==> src/rtl/cxapbasyncbridge_pkg.sv <==
// Shared definitions for the APB async bridge: master FSM states and payload layout.
// fwd = {paddr, pwdata, pwrite}; rev = {prdata, pslverr}.
package cxapbasyncbridge_pkg;

    typedef enum logic [1:0] {
        ST_IDLE   = 2'd0,
        ST_SETUP  = 2'd1,
        ST_ACCESS = 2'd2,
        ST_ACKED  = 2'd3
    } apbm_state_e;

    localparam int FWD_PWRITE_BIT  = 0;
    localparam int FWD_PWDATA_LSB  = 1;
    localparam int REV_PSLVERR_BIT = 0;
    localparam int REV_PRDATA_LSB  = 1;

    function automatic int fwd_width(input int addr_w, input int data_w);
        return addr_w + data_w + 1;
    endfunction

    function automatic int rev_width(input int data_w);
        return data_w + 1;
    endfunction

endpackage

==> src/rtl/cxapbasyncbridge_master_req_sync.sv <==
// Reset-to-0 synchronizer for the inter-domain request; 2 stages, 3 with CXAPBASYNCBRIDGE_SYNC3_EN.
// Clocks every pclkm edge (ignores the APB clock enable); no backpressure.
module cxapbasyncbridge_master_req_sync (
    input  logic pclkm,
    input  logic presetm,
    input  logic req_i,
    output logic req_sync_o
);

`ifdef CXAPBASYNCBRIDGE_SYNC3_EN
    localparam int STAGES = 3;
`else
    localparam int STAGES = 2;
`endif

    logic [STAGES-1:0] sync_q;

    always_ff @(posedge pclkm) begin
        if (presetm) begin
            sync_q <= '0;
        end else begin
            sync_q <= {sync_q[STAGES-2:0], req_i};
        end
    end

    assign req_sync_o = sync_q[STAGES-1];

endmodule

==> src/rtl/cxapbasyncbridge_master_domain.sv <==
// Master half of the APB async bridge: one APB3 transfer per four-phase request, {prdata,pslverr} returned with ack.
// Latency req->ack 5 edges + wait states (6 with CXAPBASYNCBRIDGE_SYNC3_EN); req fall->ack fall 3 (4).
// Backpressure: preadym stretches ACCESS indefinitely; pclkenm=0 freezes FSM and payload registers.
module cxapbasyncbridge_master_domain
    import cxapbasyncbridge_pkg::*;
#(
    parameter int ADDR_WIDTH = 32,
    parameter int DATA_WIDTH = 32,
    localparam int FWD_W = fwd_width(ADDR_WIDTH, DATA_WIDTH),
    localparam int REV_W = rev_width(DATA_WIDTH)
) (
    input  logic                  pclkm,
    input  logic                  presetm,
    input  logic                  pclkenm,
    input  logic                  apbm_req_async,
    input  logic [FWD_W-1:0]      apbm_fwd_data_async,
    output logic                  apbm_ack_async,
    output logic [REV_W-1:0]      apbm_rev_data_async,
    output logic [ADDR_WIDTH-1:0] paddrm,
    output logic [DATA_WIDTH-1:0] pwdatam,
    output logic                  pwritem,
    output logic                  pselm,
    output logic                  penablem,
    input  logic [DATA_WIDTH-1:0] prdatam,
    input  logic                  pslverrm,
    input  logic                  preadym
);

    logic req_sync;

    cxapbasyncbridge_master_req_sync u_req_sync (
        .pclkm      (pclkm),
        .presetm    (presetm),
        .req_i      (apbm_req_async),
        .req_sync_o (req_sync)
    );

    apbm_state_e           state_q, state_d;
    logic [ADDR_WIDTH-1:0] paddr_q, paddr_d;
    logic [DATA_WIDTH-1:0] pwdata_q, pwdata_d;
    logic                  pwrite_q, pwrite_d;
    logic                  psel_q, psel_d;
    logic                  penable_q, penable_d;
    logic                  ack_q, ack_d;
    logic [REV_W-1:0]      rev_q, rev_d;

    always_ff @(posedge pclkm) begin
        if (presetm) begin
            state_q   <= ST_IDLE;
            paddr_q   <= '0;
            pwdata_q  <= '0;
            pwrite_q  <= 1'b0;
            psel_q    <= 1'b0;
            penable_q <= 1'b0;
            ack_q     <= 1'b0;
            rev_q     <= '0;
        end else begin
            state_q   <= state_d;
            paddr_q   <= paddr_d;
            pwdata_q  <= pwdata_d;
            pwrite_q  <= pwrite_d;
            psel_q    <= psel_d;
            penable_q <= penable_d;
            ack_q     <= ack_d;
            rev_q     <= rev_d;
        end
    end

    always_comb begin
        state_d   = state_q;
        paddr_d   = paddr_q;
        pwdata_d  = pwdata_q;
        pwrite_d  = pwrite_q;
        psel_d    = psel_q;
        penable_d = penable_q;
        ack_d     = ack_q;
        rev_d     = rev_q;
        if (pclkenm) begin
            case (state_q)
                ST_IDLE: begin
                    if (req_sync) begin
                        paddr_d  = apbm_fwd_data_async[FWD_W-1 -: ADDR_WIDTH];
                        pwdata_d = apbm_fwd_data_async[FWD_PWDATA_LSB +: DATA_WIDTH];
                        pwrite_d = apbm_fwd_data_async[FWD_PWRITE_BIT];
                        psel_d   = 1'b1;
                        state_d  = ST_SETUP;
                    end
                end
                ST_SETUP: begin
                    penable_d = 1'b1;
                    state_d   = ST_ACCESS;
                end
                ST_ACCESS: begin
                    // Rev data and ack share an edge; the slave side qualifies data with its synced ack.
                    if (preadym) begin
                        rev_d[REV_PRDATA_LSB +: DATA_WIDTH] = prdatam;
                        rev_d[REV_PSLVERR_BIT]              = pslverrm;
                        ack_d     = 1'b1;
                        psel_d    = 1'b0;
                        penable_d = 1'b0;
                        state_d   = ST_ACKED;
                    end
                end
                ST_ACKED: begin
                    if (!req_sync) begin
                        ack_d   = 1'b0;
                        state_d = ST_IDLE;
                    end
                end
                default: state_d = ST_IDLE;
            endcase
        end
    end

    assign apbm_ack_async      = ack_q;
    assign apbm_rev_data_async = rev_q;
    assign paddrm              = paddr_q;
    assign pwdatam             = pwdata_q;
    assign pwritem             = pwrite_q;
    assign pselm               = psel_q;
    assign penablem            = penable_q;

endmodule

==> config.mk <==
export PLATFORM = sky130hd
export DESIGN_NAME = cxapbasyncbridge_master_domain
export DESIGN_NICKNAME = d
export VERILOG_FILES = /design/src/rtl/cxapbasyncbridge_pkg.sv /design/src/rtl/cxapbasyncbridge_master_req_sync.sv /design/src/rtl/cxapbasyncbridge_master_domain.sv
export SDC_FILE = /design/constraint.sdc
export NUM_CORES = 1
export LEC_CHECK = 0
export ABC_CLOCK_PERIOD_IN_PS = 1600
export CAP_MARGIN = 5
export CORE_MARGIN = 2
export CORE_UTILIZATION = 35
export DETAILED_ROUTE_END_ITERATION = 10
export GPL_TIMING_DRIVEN = 0
export HOLD_SLACK_MARGIN = 0.03
export PLACE_DENSITY = 0.76
export REMOVE_ABC_BUFFERS = 1
export SLEW_MARGIN = 25
export SYNTH_ARGS = -nofsm -noshare
export SYNTH_HDL_FRONTEND = slang
export SYNTH_SLANG_ARGS = --single-unit
==> constraint.sdc <==
create_clock -name pclkm -period 1.6 [get_ports pclkm]
set_input_delay 0.4 -clock pclkm [delete_from_list [all_inputs] [get_ports pclkm]]
set_output_delay 0.4 -clock pclkm [all_outputs]
set_load 0.01 [all_outputs]
# Word-level counts from Yosys, hierarchy flattened
# Index checks and enable logic that the tools add are counted.
# op_classes
n_eq_ne	6
mux	11
reduce_logical	10
# op_table
cell	n
$reduce_and 4->1	3
$reduce_and 3->1	3
$pmux 2 s4	1
$mux 2	3
$pmux 1 s2	3
$reduce_bool 2->1	3
$eq 2x2->1 const B	2
$mux 1	4
$ne 2x2->1 const B	2
$eq 2x1->1 const B	1
$logic_not 2->1	1
$ne 2x1->1 const B	1
# word_totals
ff_bits	105
inputBits	103
wordCells	36

# Logic depth before layout (Yosys ltp)
# logic_depth
depth_word	3
depth_mapped	7
depth_no_buf	5

# Modules after synthesis
# From an unflattened synthesis, not the netlist that was laid out.
# hier_totals
hier_cells	470
hier_area_um2	3816.2
# modules_own_cells
module	n_inst	cells_each	area_per_inst_um2
cxapbasyncbridge_master_domain	1	466	3763.6
cxapbasyncbridge_master_req_sync	1	4	52.6

# Worst setup path before layout
# OpenSTA, ideal clock, no wires.
# synth_path
kind	register -> register
start	reg state_q[0]
end	reg state_q[0]
t_arrival_ns	1.324
required_time_ns	1.465
setup_slack_ns	0.141
path_stages_with_launch	6
synth_period_minus_slack_ns	1.459
cell_sequence	dfxtp_1 -> inv_1 -> ha_1 -> mux2_4 -> o311ai_0 -> o41ai_1
# synth_between
elab_chain_len	3
elab_cells_between_ends	9
classes_between	eq/ne: 6; mux: 1; reduce/logical: 2
# synth_rtl
element	line_no	rtl
from (decl)	cxapbasyncbridge_master_domain.sv:38	apbm_state_e state_q, state_d;
from (signal assigned)	cxapbasyncbridge_master_domain.sv:58	state_q <= state_d;
$eq 2x2->1 / $logic_not 2->1 (equally long branches)	cxapbasyncbridge_master_domain.sv:79	case (state_q)
$ne 2x2->1 (no line) / $ne 2x1->1 (equally long branches)	-	
$reduce_and 4->1 (no line)	-	
# Several ways; a longest one is shown, not always the timed one.
# A chain may end at the register's enable or synchronous reset.

# Final worst setup path
# layout_path
start	reg state_q[1]
end	reg state_q[0]
# The elaborated chain is that of the path after synthesis.

==> impl_metrics.tcl <==
set metrics [dict create \
    boundaryPins 204 \
    synth_compound_area_share_pct 14.9 \
    yosysMostFrequentCell "nand2_1" \
    cp.arrival_ns 1.74 \
    grt_antenna_before_repair 0 \
    dp_slack_ns -0.935 \
    synth_top_area_cell "dfxtp_1" \
    die_h_um 109 \
    yosys_most_used_dff "dfxtp_1" \
    clock_latency_ns 0.36 \
    viasPerCell 4.73 \
    hold_viol 0 \
    async_flop_share_pct 0 \
    fin_crit_ns 1.52 \
    setup_viol_count_final 0 \
    r2r-end "state_q[0]" \
    die_w_um 109 \
    r2r_start "state_q[1]" \
    place_congestion 0.737 \
    hp-class "reg2reg" \
    grt_pass1_vias 3739 \
    maxCapViolations 0 \
    drive_gt1_share_pct 5.77 \
    initial_core_util_pct 35.6 \
    instances_no_fill 799 \
    start_kind "flip-flop" \
    synth.top_cells.by_count "198 x nand2_1, 105 x dfxtp_1, 100 x a21oi_1" \
    dpl.hpwl_um 7660 \
    ys_ff_latch 105 \
    synth_top_family_by_area "simple AND/OR/NAND/NOR gates" \
    cts.sinks 105 \
    ant_nets 0 \
    synth_xor_area_share_pct 0 \
    area_growth_pct 57.2 \
    netlist_area_um2 3840 \
    grt-ovfl-total 0 \
    rows 38 \
    grtUsageTotal_pct 19.8 \
    worstHoldPathCells 1 \
    rsz0062_at_grt "yes" \
    synthMuxAreaShare_pct 0.945 \
    drcViolationCount 0 \
    max-slew-margin-rel_pct 65.7 \
    die-area_um2 11800 \
    power_density_nw_per_um2 784 \
    finalCritPeriodShare_pct 94.8 \
    yosys-top-cells-area "dfxtp_1 55%, nand2_1 19%, a21oi_1 13%" \
    fin_nets 765 \
    drt-initial-drc-count 219 \
    grt_max_degree 59 \
    finalWorstSetupSlack_ns 0.0840 \
    port_buffers 203 \
    synth_top_area_share_pct 54.7 \
    synth_cells 468 \
    leakagePower_nw 2.56 \
    fin_setup_tns_ns 0 \
    cts_tree "yes" \
    r2r_cells 5 \
    syn_avg_cell_area_um2 8.20 \
    wl_per_cell_um 15.2 \
    totalWireLength_um 12100 \
    tightestPinTransition_ns 0.514 \
    num_vias 3780 \
    crit_path_max_fanout 8 \
    fin_skew_ns 0.0105 \
    synth-adder-area-share_pct 1.63 \
    coreArea_um2 10800 \
    worst-r2r-setup-slack_ns 0.08 \
    grt_pass1_wl_um 18200 \
    critPathCaptureType "flip-flop" \
    seq_area_frac_synth_pct 54.7 \
    synthSimpleGateAreaFrac_pct 21.0 \
    diodes 0 \
    status "finished clean" \
    h-tree-depth 3 \
    synth_edf_count 0 \
    placed_cells_incl_taps 779 \
    clk_pin_slew_worst_paths_ns 0.09 \
    firstDrtPassIters 6 \
    max_freq_mhz 660 \
    slew_violations 0 \
    vdd_drop_max_v 0.000369 \
    critPathRequiredTime_ns 1.82 \
    cts_root_buf "clkbuf_8" \
    holdPathEnd "u_req_sync.sync_q[1]" \
    yosysWarnings 0 \
    hold_path.startpoint "u_req_sync.sync_q[0]" \
    cts_buffer_depth 2 \
    path_class "reg2reg" \
    ys_types 27 \
    cts_buffers 9 \
]
[worst max-delay path: stages (launching register included)]
cell and delay, ns:
dfxtp_2 0.39, inv_2 0.07, ha_4 0.21, mux2_4 0.31, o311ai_1 0.30, o41ai_2 0.12
[metal layers]
| layer | wire length, µm | global-route usage, % | part of all wire [%] |
|---|---|---|---|
| met4 | 148 | 7.33 | 1.2 |
| met2 | 6050 | 36.1 | 50 |
| met1 | 4930 | 21.6 | 41 |
| met3 | 1010 | 5.92 | 8.3 |
| met5 | 0 | 0 | 0 |
[area by class of cell]
cell class,instances,area [µm²]
Clock buffer,13,169
Fill cell,993,4760
Inverter,4,15.0
Multi-Input combinational cell,330,1590
Sequential cell,105,2110
Tap cell,140,175
Timing Repair Buffer,207,1980
[stage by stage]
stage / hold WS, ns / total power (W) / utilization [%] / instance area [µm²]
finish: 0.445 / 0.00473 / 55.9 / 6040
global route: 0.456 / 0.00492 / 55.9 / 6040
CTS: 0.454 / 0.00477 / 55.4 / 5980
detailed placement: 0.433 / 0.00328 / 54.3 / 5860
global placement: 0.418 / 0.00326 / 53.8 / 5800
floorplan: 0.414 / 0.00286 / - / 3590
[report_power, final]
part | internal, W | total (W) | switching [W]
Combinational | 0.000320 | 0.000542 | 0.000222
Sequential | 0.00266 | 0.00268 | 0.0000262
Clock | 0.000672 | 0.00151 | 0.000836
[placed cells by master (no fill, tap or decap), types with 3 or more instances in the layout]
cell type,n
nand2_1,198
dfxtp_1,102
dlygate4sd2_1,101
a21oi_1,100
clkdlybuf4s50_1,99
clkbuf_8,12
and3_4,5
nand3_4,3
nor2b_1,3
ha_1,3
dfxtp_2,3
[registers in the layout (all words and copies together), names as in the netlist]
signal / flops
apbm_ack_async: 1
apbm_rev_data_async: 33
paddrm: 32
penablem: 1
pselm: 1
pwdatam: 32
pwritem: 1
state_q: 2
u_req_sync.sync_q: 2
[worst max-delay path by stage]
| stage | start | to | slack (ns) | cells past startpoint |
|---|---|---|---|---|
| after floorplan | state_q[0] | paddrm[0] | -0.65 | 5 |
| after global placement | presetm | state_q[0] | -2.91 | 4 |
| after detailed placement | pclkenm | apbm_rev_data_async[7] | -0.94 | 4 |
| after CTS | state_q[0] | state_q[0] | 0.02 | 5 |
| after global routing | state_q[0] | state_q[0] | -0.04 | 5 |
| final | state_q[1] | state_q[0] | 0.08 | 5 |
[kinds of logic (layout without fill, tap and decap cells)]
| family | after synthesis | after routing |
|---|---|---|
| AO/OA/AOI/OAI | 109 | 109 |
| multiplexers | 3 | 3 |
| AND/OR/NAND/NOR | 208 | 213 |
| adder cells (fa/ha/maj) | 5 | 5 |
| buffers and inverters | 38 | 224 |
| flip-flops | 105 | 105 |
[what timing repair did]
item                       4_1_cts  5_1_grt
buffers inserted                 0        1
setup endpoints to repair      201       68
resized for setup              114        9
gates cloned                     5        1
pin swaps                        4        1
hold buffers                     0        0
(Power assumes the default switching activity.)
